`config.mk`:
```
export PLATFORM = sky130hd
export DESIGN_NAME = csi2_pkt_tx
export DESIGN_NICKNAME = d
export VERILOG_FILES = /design/src/rtl/csi2_pkt_tx.sv
export SDC_FILE = /design/constraint.sdc
export NUM_CORES = 1
export LEC_CHECK = 0
export BUFFER_PORTS_ARGS = -buffer_cell sky130_fd_sc_hd__buf_2
export CAP_MARGIN = 25
export CORE_MARGIN = 2
export CORE_UTILIZATION = 50
export CTS_BUF_LIST = sky130_fd_sc_hd__clkbuf_4 sky130_fd_sc_hd__clkbuf_8
export DETAILED_ROUTE_END_ITERATION = 12
export PLACE_DENSITY_LB_ADDON = 0.2
export SLEW_MARGIN = 30
export SYNTH_ARGS = -nofsm -noshare
export SYNTH_HDL_FRONTEND = slang
export SYNTH_SLANG_ARGS = --single-unit
export TNS_END_PERCENT = 1
```
`constraint.sdc`:
```
create_clock -name clk_i -period 4.5 [get_ports clk_i]
set_clock_uncertainty 0.1 [all_clocks]
set_input_delay 0.9 -clock clk_i [delete_from_list [all_inputs] [get_ports clk_i]]
set_output_delay 0.9 -clock clk_i [all_outputs]
set_load 0.01 [all_outputs]
```
`src/rtl/csi2_pkt_tx.sv`:
```
// rtl/csi2_pkt_tx.sv - CSI-2 transmit packet builder: header with ECC, payload forwarding, CRC-16 footer
module csi2_pkt_tx #(
    parameter int SHORT_DT_MAX = 15,
    parameter bit CRC_EN       = 1'b1
) (
    input  logic        clk_i,
    input  logic        rst_i,
    input  logic        req_valid_i,
    output logic        req_ready_o,
    input  logic [1:0]  req_vc_i,
    input  logic [5:0]  req_dt_i,
    input  logic [15:0] req_wc_i,
    input  logic        pl_valid_i,
    output logic        pl_ready_o,
    input  logic [31:0] pl_data_i,
    output logic        valid_o,
    input  logic        ready_i,
    output logic [31:0] data_o,
    output logic [3:0]  keep_o,
    output logic        last_o
);

    localparam logic [1:0] S_IDLE    = 2'd0;
    localparam logic [1:0] S_PAYLOAD = 2'd1;
    localparam logic [1:0] S_FOOTER  = 2'd2;

    localparam logic [5:0] SHORT_MAX = 6'(SHORT_DT_MAX);

    logic [1:0]  state_q, state_d;
    logic [15:0] rem_q, rem_d;
    logic [15:0] crc_q, crc_d;
    logic        valid_q, valid_d;
    logic [31:0] data_q, data_d;
    logic [3:0]  keep_q, keep_d;
    logic        last_q, last_d;

    logic        adv;
    logic        req_fire;
    logic        pl_fire;
    logic [23:0] hdr;
    logic [3:0]  pl_keep;
    logic [15:0] pl_bytes;

    function automatic logic [5:0] hdr_ecc(input logic [23:0] d);
        logic [5:0] p;
        p[0] = d[0]^d[1]^d[2]^d[4]^d[5]^d[7]^d[10]^d[11]^d[13]^d[16]^d[20]^d[21]^d[22]^d[23];
        p[1] = d[0]^d[1]^d[3]^d[4]^d[6]^d[8]^d[10]^d[12]^d[14]^d[17]^d[20]^d[21]^d[22]^d[23];
        p[2] = d[0]^d[2]^d[3]^d[5]^d[6]^d[9]^d[11]^d[12]^d[15]^d[18]^d[20]^d[21]^d[22];
        p[3] = d[1]^d[2]^d[3]^d[7]^d[8]^d[9]^d[13]^d[14]^d[15]^d[19]^d[20]^d[21]^d[23];
        p[4] = d[4]^d[5]^d[6]^d[7]^d[8]^d[9]^d[16]^d[17]^d[18]^d[19]^d[20]^d[22]^d[23];
        p[5] = d[10]^d[11]^d[12]^d[13]^d[14]^d[15]^d[16]^d[17]^d[18]^d[19]^d[21]^d[22]^d[23];
        return p;
    endfunction

    // Reflected CRC-16 (0x8408), bytes with keep set, byte 0 and bit 0 first.
    function automatic logic [15:0] crc_word(input logic [15:0] c, input logic [31:0] w,
                                             input logic [3:0] k);
        logic [15:0] r;
        logic        fb;
        r = c;
        for (int b = 0; b < 4; b++) begin
            if (k[b]) begin
                for (int i = 0; i < 8; i++) begin
                    fb = r[0] ^ w[8*b+i];
                    r  = {1'b0, r[15:1]};
                    if (fb) r = r ^ 16'h8408;
                end
            end
        end
        return r;
    endfunction

    assign adv         = !valid_q || ready_i;
    assign req_ready_o = !rst_i && (state_q == S_IDLE) && adv;
    assign pl_ready_o  = !rst_i && (state_q == S_PAYLOAD) && adv;
    assign req_fire    = req_valid_i && req_ready_o;
    assign pl_fire     = pl_valid_i && pl_ready_o;
    assign hdr         = {req_wc_i, req_vc_i, req_dt_i};

    always_comb begin
        pl_keep  = 4'hF;
        pl_bytes = 16'd4;
        if (rem_q < 16'd4) begin
            pl_bytes = rem_q;
            case (rem_q[1:0])
                2'd1:    pl_keep = 4'h1;
                2'd2:    pl_keep = 4'h3;
                2'd3:    pl_keep = 4'h7;
                default: pl_keep = 4'h0;
            endcase
        end
    end

    always_comb begin
        state_d = state_q;
        rem_d   = rem_q;
        crc_d   = crc_q;
        valid_d = valid_q;
        data_d  = data_q;
        keep_d  = keep_q;
        last_d  = last_q;
        case (state_q)
            S_IDLE: begin
                if (req_fire) begin
                    valid_d = 1'b1;
                    data_d  = {2'b00, hdr_ecc(hdr), hdr};
                    keep_d  = 4'hF;
                    rem_d   = req_wc_i;
                    crc_d   = 16'hFFFF;
                    if (req_dt_i <= SHORT_MAX) begin
                        last_d = 1'b1;
                    end else if (req_wc_i == 16'd0) begin
                        last_d  = 1'b0;
                        state_d = S_FOOTER;
                    end else begin
                        last_d  = 1'b0;
                        state_d = S_PAYLOAD;
                    end
                end else if (adv) begin
                    valid_d = 1'b0;
                end
            end
            S_PAYLOAD: begin
                if (pl_fire) begin
                    valid_d = 1'b1;
                    data_d  = pl_data_i;
                    keep_d  = pl_keep;
                    last_d  = 1'b0;
                    rem_d   = rem_q - pl_bytes;
                    crc_d   = CRC_EN ? crc_word(crc_q, pl_data_i, pl_keep) : crc_q;
                    if (rem_q <= 16'd4) state_d = S_FOOTER;
                end else if (adv) begin
                    valid_d = 1'b0;
                end
            end
            S_FOOTER: begin
                if (adv) begin
                    valid_d = 1'b1;
                    data_d  = {16'h0000, (CRC_EN ? crc_q : 16'h0000)};
                    keep_d  = 4'h3;
                    last_d  = 1'b1;
                    state_d = S_IDLE;
                end
            end
            default: begin
                state_d = S_IDLE;
                valid_d = 1'b0;
            end
        endcase
    end

    always_ff @(posedge clk_i) begin
        if (rst_i) begin
            state_q <= S_IDLE;
            rem_q   <= 16'd0;
            crc_q   <= 16'hFFFF;
            valid_q <= 1'b0;
            data_q  <= 32'd0;
            keep_q  <= 4'h0;
            last_q  <= 1'b0;
        end else begin
            state_q <= state_d;
            rem_q   <= rem_d;
            crc_q   <= crc_d;
            valid_q <= valid_d;
            data_q  <= data_d;
            keep_q  <= keep_d;
            last_q  <= last_d;
        end
    end

    assign valid_o = valid_q;
    assign data_o  = data_q;
    assign keep_o  = keep_q;
    assign last_o  = last_q;

endmodule
```
Yosys cells after proc, flatten, opt, wreduce, memory -nomap -nowiden
Index checks and enable logic that the tools add are counted.
{"block": "op_classes", "muxes": 159, "bitwise": 137, "magnitude_cmp": 3, "div": 0, "mul": 0, "reduce_logical": 16, "shifts": 0, "n_eq_ne": 10, "n_addsub": 1}
{"op": "$mux 16", "count": 131}
{"op": "$xor 1x1->1", "count": 105}
{"op": "$mux 32", "count": 3}
{"op": "$not 2->3", "count": 32}
{"op": "$pmux 32 s3", "count": 1}
{"op": "$pmux 16 s2", "count": 2}
{"op": "$le 16x3->1 const B", "count": 1}
{"op": "$logic_not 16->1", "count": 1}
{"op": "$lt 16x3->1 const B", "count": 1}
{"op": "$mux 4", "count": 4}
{"op": "$sub 16x16->16", "count": 1}
{"op": "$mux 2", "count": 6}
{"op": "$pmux 4 s3", "count": 1}
{"op": "$pmux 3 s3", "count": 1}
{"op": "$ne 2x2->1 const B", "count": 4}
{"op": "$mux 1", "count": 7}
{"op": "$eq 2x2->1 const B", "count": 3}
{"op": "$le 6x4->1 const B", "count": 1}
{"op": "$logic_and 1x1->1", "count": 6}
{"op": "$pmux 1 s3", "count": 2}
{"op": "$pmux 2 s3", "count": 1}
{"op": "$reduce_and 5->1", "count": 1}
{"op": "$eq 2x1->1 const B", "count": 2}
{"op": "$reduce_and 4->1", "count": 1}
{"op": "other kinds (7)", "count": 8}
{"block": "word_totals", "latch_bits": 0, "register_bits": 72, "ram_bits": 0, "n_memories": 0, "rom_bits": 0, "out_inout_bits": 40, "inputBits": 61}

Logic depth before layout (Yosys ltp)
Gate-level depths: netlist of the first run.
{"block": "logic_depth", "word_depth": 161, "mapped_depth": 16, "mapped_depth_nobuf": 14}

Worst setup path before layout of the first run
No wires, ideal clock.
{"block": "synth_path", "kind": "input -> register", "from": "input pl_data_i[2]", "to": "register crc_q[8]", "setup_slack_ns": 0.270, "arrival_time_ns": 4.044, "path_stages": 12, "required_time_ns": 4.314, "n_path_buf": 0, "path_cell_list": "xor2_2 > xnor3_1 > xnor3_1 > or3_1 > a21oi_1 > xnor2_1 > xor3_2 > xnor2_1 > o21ai_2 > xor2_2 > xnor3_1 > a221oi_2"}
{"block": "synth_between", "elab_chain_cells": 127, "elab_cells_between_ends": 141}
{"element": "from (decl)", "line_no": "15", "text": "input logic [31:0] pl_data_i,"}
{"element": "$xor 1x1->1 (*)", "line_no": "64", "text": "fb = r[0] ^ w[8*b+i];"}
{"element": "$mux 16 (*)", "line_no": "66", "text": "if (fb) r = r ^ 16'h8408;"}
{"element": "$mux 16 (*)", "line_no": "62", "text": "if (k[b]) begin"}
{"element": "$mux 16 (*)", "line_no": "124", "text": "if (pl_fire) begin"}
{"element": "$mux 16 (*)", "line_no": "102", "text": "case (state_q)"}
{"element": "$mux 16 (*)", "line_no": "66"}
{"element": "$mux 16 (*)", "line_no": "62"}
{"element": "$mux 16 (*)", "line_no": "124"}
{"element": "[... 111 more ...]"}
{"element": "$mux 16", "line_no": "66"}
{"element": "$mux 16", "line_no": "62"}
{"element": "$mux 16", "line_no": "124"}
{"element": "$mux 16", "line_no": "102"}
{"element": "$mux 16", "line_no": "66"}
{"element": "$mux 16 (*)", "line_no": "62"}
{"element": "$mux 16 (*)", "line_no": "124"}
{"element": "$pmux 16 s2 (*)", "line_no": "102"}
{"element": "to (signal assigned)", "line_no": "164", "text": "crc_q <= crc_d;"}
{"element": "to (decl)", "line_no": "31", "text": "logic [15:0] crc_q, crc_d;"}
Every way passes the cells marked *; elsewhere a longest branch is shown, timed or not. The select of a mux whose other input is x is not followed.
A chain may end at the register's enable or synchronous reset.

Worst setup path after layout of the first run
{"block": "layout_path", "from": "input pl_data_i[0]", "to": "register crc_q[3]"}
{"block": "layout_between", "elab_chain_cells": 136, "elab_cells_between_ends": 155}
{"element": "$xor 1x1->1 (*)", "line_no": "64"}
{"element": "$mux 16 (*)", "line_no": "66"}
{"element": "$mux 16 (*)", "line_no": "62"}
{"element": "$mux 16 (*)", "line_no": "124"}
{"element": "$mux 16 (*)", "line_no": "102"}
{"element": "$mux 16 (*)", "line_no": "66"}
{"element": "$mux 16 (*)", "line_no": "62"}
{"element": "$mux 16 (*)", "line_no": "124"}
{"element": "[... 120 more ...]"}
{"element": "$mux 16", "line_no": "62"}
{"element": "$mux 16", "line_no": "124"}
{"element": "$mux 16", "line_no": "102"}
{"element": "$not 2->3 (no line) / $xor 1x1->1 (equally long branches)"}
{"element": "$mux 16", "line_no": "66"}
{"element": "$mux 16 (*)", "line_no": "62"}
{"element": "$mux 16 (*)", "line_no": "124"}
{"element": "$pmux 16 s2 (*)", "line_no": "102"}
Marked as above.

==> results of run 1 <==
[worst min-delay path: cells and delay by family (launching register included)]
kind | cells | cell delay [ns]
flops | 1 | 0.31
simple gates | 1 | 0.05
compound gates | 1 | 0.05
[worst paths after layout]
path                start   endpoint  slack [ns]  cells after the start
min reg2reg     data_o[6]  data_o[6]        0.35                      2
min             data_o[6]  data_o[6]        0.35                      2
max reg2reg      crc_q[0]   crc_q[3]        0.34                     12
max          pl_data_i[0]   crc_q[3]        0.29                     13
[routing by layer]
| layer | share of wire (%) | wire length, um | global-route usage, % | vias to the layer above |
|---|---|---|---|---|
| li1 | - | - | - | 3059 |
| met1 | 44 | 10000 | 46.7 | 3127 |
| met2 | 43 | 9600 | 46.0 | 369 |
| met3 | 9.6 | 2160 | 6.54 | 47 |
| met4 | 3.5 | 799 | 12.9 | 0 |
| met5 | 0 | 0 | 0 | - |
[sequential cells by signal, indices dropped and copies added (netlist names)]
signal   flops
last_o       1
crc_q       16
valid_o      1
keep_o       4
state_q      2
data_o      32
rem_q       16
[Yosys cell counts (all sizes together) (4+ instances only)]
master   count  area (um2)
xnor2       93         845
nor2        77         289
nand2       73         282
dfxtp       72        1440
a21oi       53         280
clkbuf      49         184
o21ai       31         163
xor2        31         287
nor3        28         140
o211ai      25         188
a211oi      22         165
a221o       18         180
xnor3       18         407
mux2i       16         160
a221oi      13         120
nand3       13        65.1
a22oi       11        82.6
buf         11        68.8
inv         11        41.3
o22ai        8        50.1
ha           7        87.6
nor4         7        71.3
nor2b        6        37.5
o31ai        6        50.1
or3          6        37.5
a31oi        5        31.3
and3         5        31.3
or2          5        31.3
or4          5        37.5
xor3         5         121
a2111oi      4        60.1
a21boi       4        30.0
and2         4        25.0
nand2b       4        25.0
[cell families (layout without fill, tap and decap cells)]
| kind of cell | after synthesis | after routing | share of synthesized area (%) |
|---|---|---|---|
| and+or+nand+nor | 251 | 251 | 19.0 |
| AOI/OAI and AO/OA | 220 | 220 | 24.2 |
| xor gates and xnor gates | 147 | 147 | 25.6 |
| DFF | 72 | 72 | 22.2 |
| buffers and inverters | 71 | 172 | 4.53 |
| muxes | 19 | 19 | 3.05 |
| adders and majority gates | 7 | 7 | 1.35 |
| other | 1 | 1 | 0.0578 |
[layout by cell type (no fill, tap or decap), types with 8 or more instances in the layout]
| cell type | instances |
|---|---|
| nand3_1 | 13 |
| buf_4 | 45 |
| xnor3_1 | 17 |
| a221oi_1 | 12 |
| xor2_1 | 29 |
| o211ai_1 | 25 |
| a22oi_1 | 11 |
| dfxtp_1 | 72 |
| a211oi_1 | 22 |
| inv_1 | 10 |
| o21ai_0 | 24 |
| nand2_1 | 72 |
| o22ai_1 | 8 |
| buf_2 | 100 |
| mux2i_1 | 16 |
| xnor2_1 | 89 |
| a21oi_1 | 51 |
| nor3_1 | 28 |
| a221o_1 | 18 |
| clkbuf_8 | 9 |
| nor2_1 | 76 |
[metrics by stage]
| stage | utilization [%] | area [um2] | instances |
|---|---|---|---|
| after floorplan | - | 6480 | 788 |
| after global placement | 57.8 | 7300 | 1045 |
| after detailed placement | 57.8 | 7300 | 1045 |
| after CTS | 59.4 | 7490 | 1061 |
| after global routing | 59.6 | 7520 | 1061 |
| final | 59.6 | 7520 | 1061 |
[cell type report]
class,count,area (um2)
inverter,11,41.3
clock buffer,10,131
clock inverter,6,67.6
sequential,72,1440
timing repair buffer,145,838
tap,172,215
fill,1182,5100
multi-input combinational,645,4790
==> flow_summary.yaml, run 1 <==
status:
  status: "completed"
final_layout:
  num-nets-final: 952
  drive_gt1_share_pct: 22.0
  diodes: 0
  synthToLayoutAreaGrowth_pct: 16.0
worst_setup_path:
  cp_top_family: "XOR/XNOR gates"
  worstPathBufferInverterCount: 1
  crit_path_max_incr_delay_ns: 0.45
  path_max_fanout: 5
  path_cells: "buf_2 > xnor2_2 > xor3_2 > o21ai_1 > and2_1 > xor3_1 > xnor2_1 > nor4_1 > mux2_4 > a2111oi_4 > nand2_1 > xnor3_1 > a21oi_1"
  crit_required_ns: 4.70
  worstSetupStartpointType: "input pin"
  slowest_stage: "xor3_2"
  endpoint_kind: "flip-flop"
  critPathKind: "in -> reg"
  arrival_ns: 4.41
logic_synthesis:
  synth.avg_cell_area_um2: 8.23
  synth_edf_count: 0
  synth-seq-cells: 72
  yosysUniqueCellTypes: 76
  synth_nets: 856
  synth_cells: 788
  yosysWarnings: 0
  synth_flop_cell: "dfxtp_1"
  ys_seq_area_share_pct: 22.2
  syn-cell-area_um2: 6480
  synthArstFlopShare_pct: 0
global_routing:
  grt_usage_pct: 32.0
  grt_pass1_vias: 6154
  gr-total-overflow: 0
  grt_start_max_net_pins: 56
  antenna_found_initial: 0
  grt_pass1_wl_um: 34800
clocking:
  cts-resized-gates: 0
  cts_root_buffer: "clkbuf_8"
  insertion_delay_ns: 0.37
  clockBufferDepth: 2
  cts_tree: "built"
  postCtsSetupRepairBufs: 0
  cts.sinks: 72
  hold_buffers: 0
  cts_made_buffers: 9
  clk_pin_slew_worst_paths_ns: 0.09
  cts_max_level: 3
drt:
  dr.pass1.iters: 5
  vias: 6602
  post_drt_wl_per_cell_um: 21.3
  drcViolationCount: 0
  drt_iter0_markers: 727
  avgViaCountPerCell: 6.22
  wl_um: 22600
  ant_nets: 0
floorplan:
  die_area_um2: 13900
  core_um2: 12600
  rows: 41
  dieWidth_um: 118
  initial_core_util_pct: 51.4
  io_pins: 101
  die_h_um: 118
hold_path:
  hold_class: "reg -> reg"
timing:
  slew_headroom_pct: 41.0
  setup_tns_ns: 0
  worst_slew_pin_slew_ns: 0.880
  final-max-slew-violation-count: 0
  timing.fmax_mhz: 238
  fin_ws_ns: 0.290
  finalHoldViolCount: 0
  setup_viol: 0
  hold_ws_ns: 0.354
  finalCriticalPeriod_ns: 4.21
  rsz0062_at_grt: "no"
  period_share_pct: 93.5
placement:
  io_buffer_count: 100
  pre_cts_slack_ns: -0.0344
  hpwl_um: 17400
  gp_congestion: 0.996
run:
  cap_viol_max_count: 0
Power of run 1 is not shown: default switching activity piles up to over one toggle a cycle in this logic, so the estimate is an artifact.
==> inputs of run 2 (changes only) <==
--- a/config.mk
+++ b/config.mk
@@ -11,6 +11,7 @@
 export CORE_UTILIZATION = 50
 export CTS_BUF_LIST = sky130_fd_sc_hd__clkbuf_4 sky130_fd_sc_hd__clkbuf_8
 export DETAILED_ROUTE_END_ITERATION = 12
+export MAX_ROUTING_LAYER = met4
 export PLACE_DENSITY_LB_ADDON = 0.2
 export SLEW_MARGIN = 30
 export SYNTH_ARGS = -nofsm -noshare
==> run 2 against run 1 <==
Cell area is 1.1% higher. Cell count increased by 0.66%. Routed wire length up 2.1%. Sequential share of layout area shrank 0.19 points. Via count rose by 0.61%. Clock-buffer cell count fell by 1. Non-clock buffer count up 7. Worst setup slack worse by 0.0021 ns. Worst hold slack about the same. Utilization increased by 0.66 points. Global-route usage grew 2.1 points. Fmax about the same. Highest routed layer unchanged.
==> flow_summary.yaml, run 2 (synthesized netlist as in run 1, its figures left out) <==
drt:
  drcViolationCount: 0
  wl_um: 23000
  drt_iter0_markers: 623
  vias: 6642
  dr.pass1.iters: 5
  ant_nets: 0
  avgViaCountPerCell: 6.22
  post_drt_wl_per_cell_um: 21.6
final_layout:
  synthToLayoutAreaGrowth_pct: 17.3
  fillers: 1174
  num-nets-final: 959
  drive_gt1_share_pct: 23.1
  final_util_pct: 60.3
  final_cell_mix: "buf_2 (100), xnor2_1 (88), nor2_1 (76), nand2_1 (72), dfxtp_1 (71)"
  largest_register_ffs: 32
  mostFrequentLayoutCell: "buf_2"
  diodes: 0
hold_path:
  hold_class: "reg -> reg"
global_routing:
  grt_usage_pct: 34.1
  grt_pass1_wl_um: 35900
  grt_start_max_net_pins: 42
  grt_pass1_vias: 6171
  antenna_found_initial: 0
  gr-total-overflow: 0
placement:
  gp_congestion: 0.963
  io_buffer_count: 100
  pre_cts_slack_ns: -0.0560
  hpwl_um: 17900
timing:
  final-max-slew-violation-count: 0
  timing.fmax_mhz: 237
  worst_slew_pin_slew_ns: 0.772
  setup_viol: 0
  rsz0062_at_grt: "no"
  finalHoldViolCount: 0
  slew_headroom_pct: 48.5
  fin_ws_ns: 0.288
  period_share_pct: 93.6
  finalCriticalPeriod_ns: 4.21
worst_setup_path:
  path_max_fanout: 6
  crit_required_ns: 4.71
  endpoint_kind: "flip-flop"
  critPathKind: "in -> reg"
  arrival_ns: 4.42
  worstSetupStartpointType: "input pin"
clocking:
  cts_root_buffer: "clkbuf_8"
  clk_pin_slew_worst_paths_ns: 0.09
  insertion_delay_ns: 0.38
  cts_max_level: 3
  clockBufferDepth: 2
  cts.sinks: 72
  hold_buffers: 0
  cts_made_buffers: 9
  cts_tree: "built"
status:
  status: "completed"
floorplan:
  rows: 41
  initial_core_util_pct: 51.4
  die_h_um: 118
  dieWidth_um: 118
  core_um2: 12600
  io_pins: 101
  die_area_um2: 13900
run:
  cap_viol_max_count: 0
## run 2: cell count changes in the layout (fill, tap and decap cells not counted), moves of 2 or more
cell,delta
buf_4,+6
clkinvlp_4,-2
clkinv_4,+4
inv_6,-2
## run 2: per-layer routing
metal / vias up / share of wire, % / global-route usage [%]
met3: 35 / 10 / 6.73
met5: - / 0 / -
met4: 0 / 1.8 / 8.43
li1: 3064 / - / -
met2: 378 / 43 / 49.2
met1: 3165 / 45 / 49.0
## run 2: repair_timing
action | in CTS | in global routing
hold endpoints to repair | 0 | 0
setup endpoints to repair | 1 | 8
pin swaps | 0 | 2
gates resized for setup | 1 | 8
buffers inserted | 0 | 1
## run 2: path summary, 6_finish.rpt
check / start / endpoint / slack, ns / cells after the start
min reg2reg: data_o[6] / data_o[6] / 0.35 / 2
max reg2reg: rem_q[3] / crc_q[9] / 0.34 / 13
min: data_o[6] / data_o[6] / 0.35 / 2
max: pl_data_i[0] / crc_q[9] / 0.29 / 14
## run 2: worst max-delay path, cell delays in order
cell and delay [ns]:
buf_2 0.13, xnor2_2 0.17, xnor2_1 0.33, xor2_1 0.10, o21ai_0 0.31, xnor3_2 0.41
buf_4 0.18, xnor2_1 0.11, a21oi_1 0.36, mux2i_1 0.19, xnor2_1 0.45, xor3_1 0.36
a31o_2 0.27, o21bai_1 0.14
## run 2: metrics by stage
step | area (um2) | instances | hold slack, ns | TNS, ns
floorplan | 6480 | 788 | 0.376 | 0
global placement | 7350 | 1051 | 0.339 | 0
detailed placement | 7350 | 1051 | 0.344 | -0.114
CTS | 7560 | 1067 | 0.355 | 0
global route | 7610 | 1068 | 0.380 | 0
finish | 7610 | 1068 | 0.354 | 0
## run 2: layout make-up
class	count	area, um2	share of cell area (%)
clock inverter	7	81.3	1.07
inverter	11	41.3	0.543
clock buffer	9	124	1.63
multi-input combinational	645	4800	63.1
tap	172	215	2.83
timing repair buffer	152	903	11.9
sequential	72	1440	19.0
Power of run 2 is left out for the same reason.
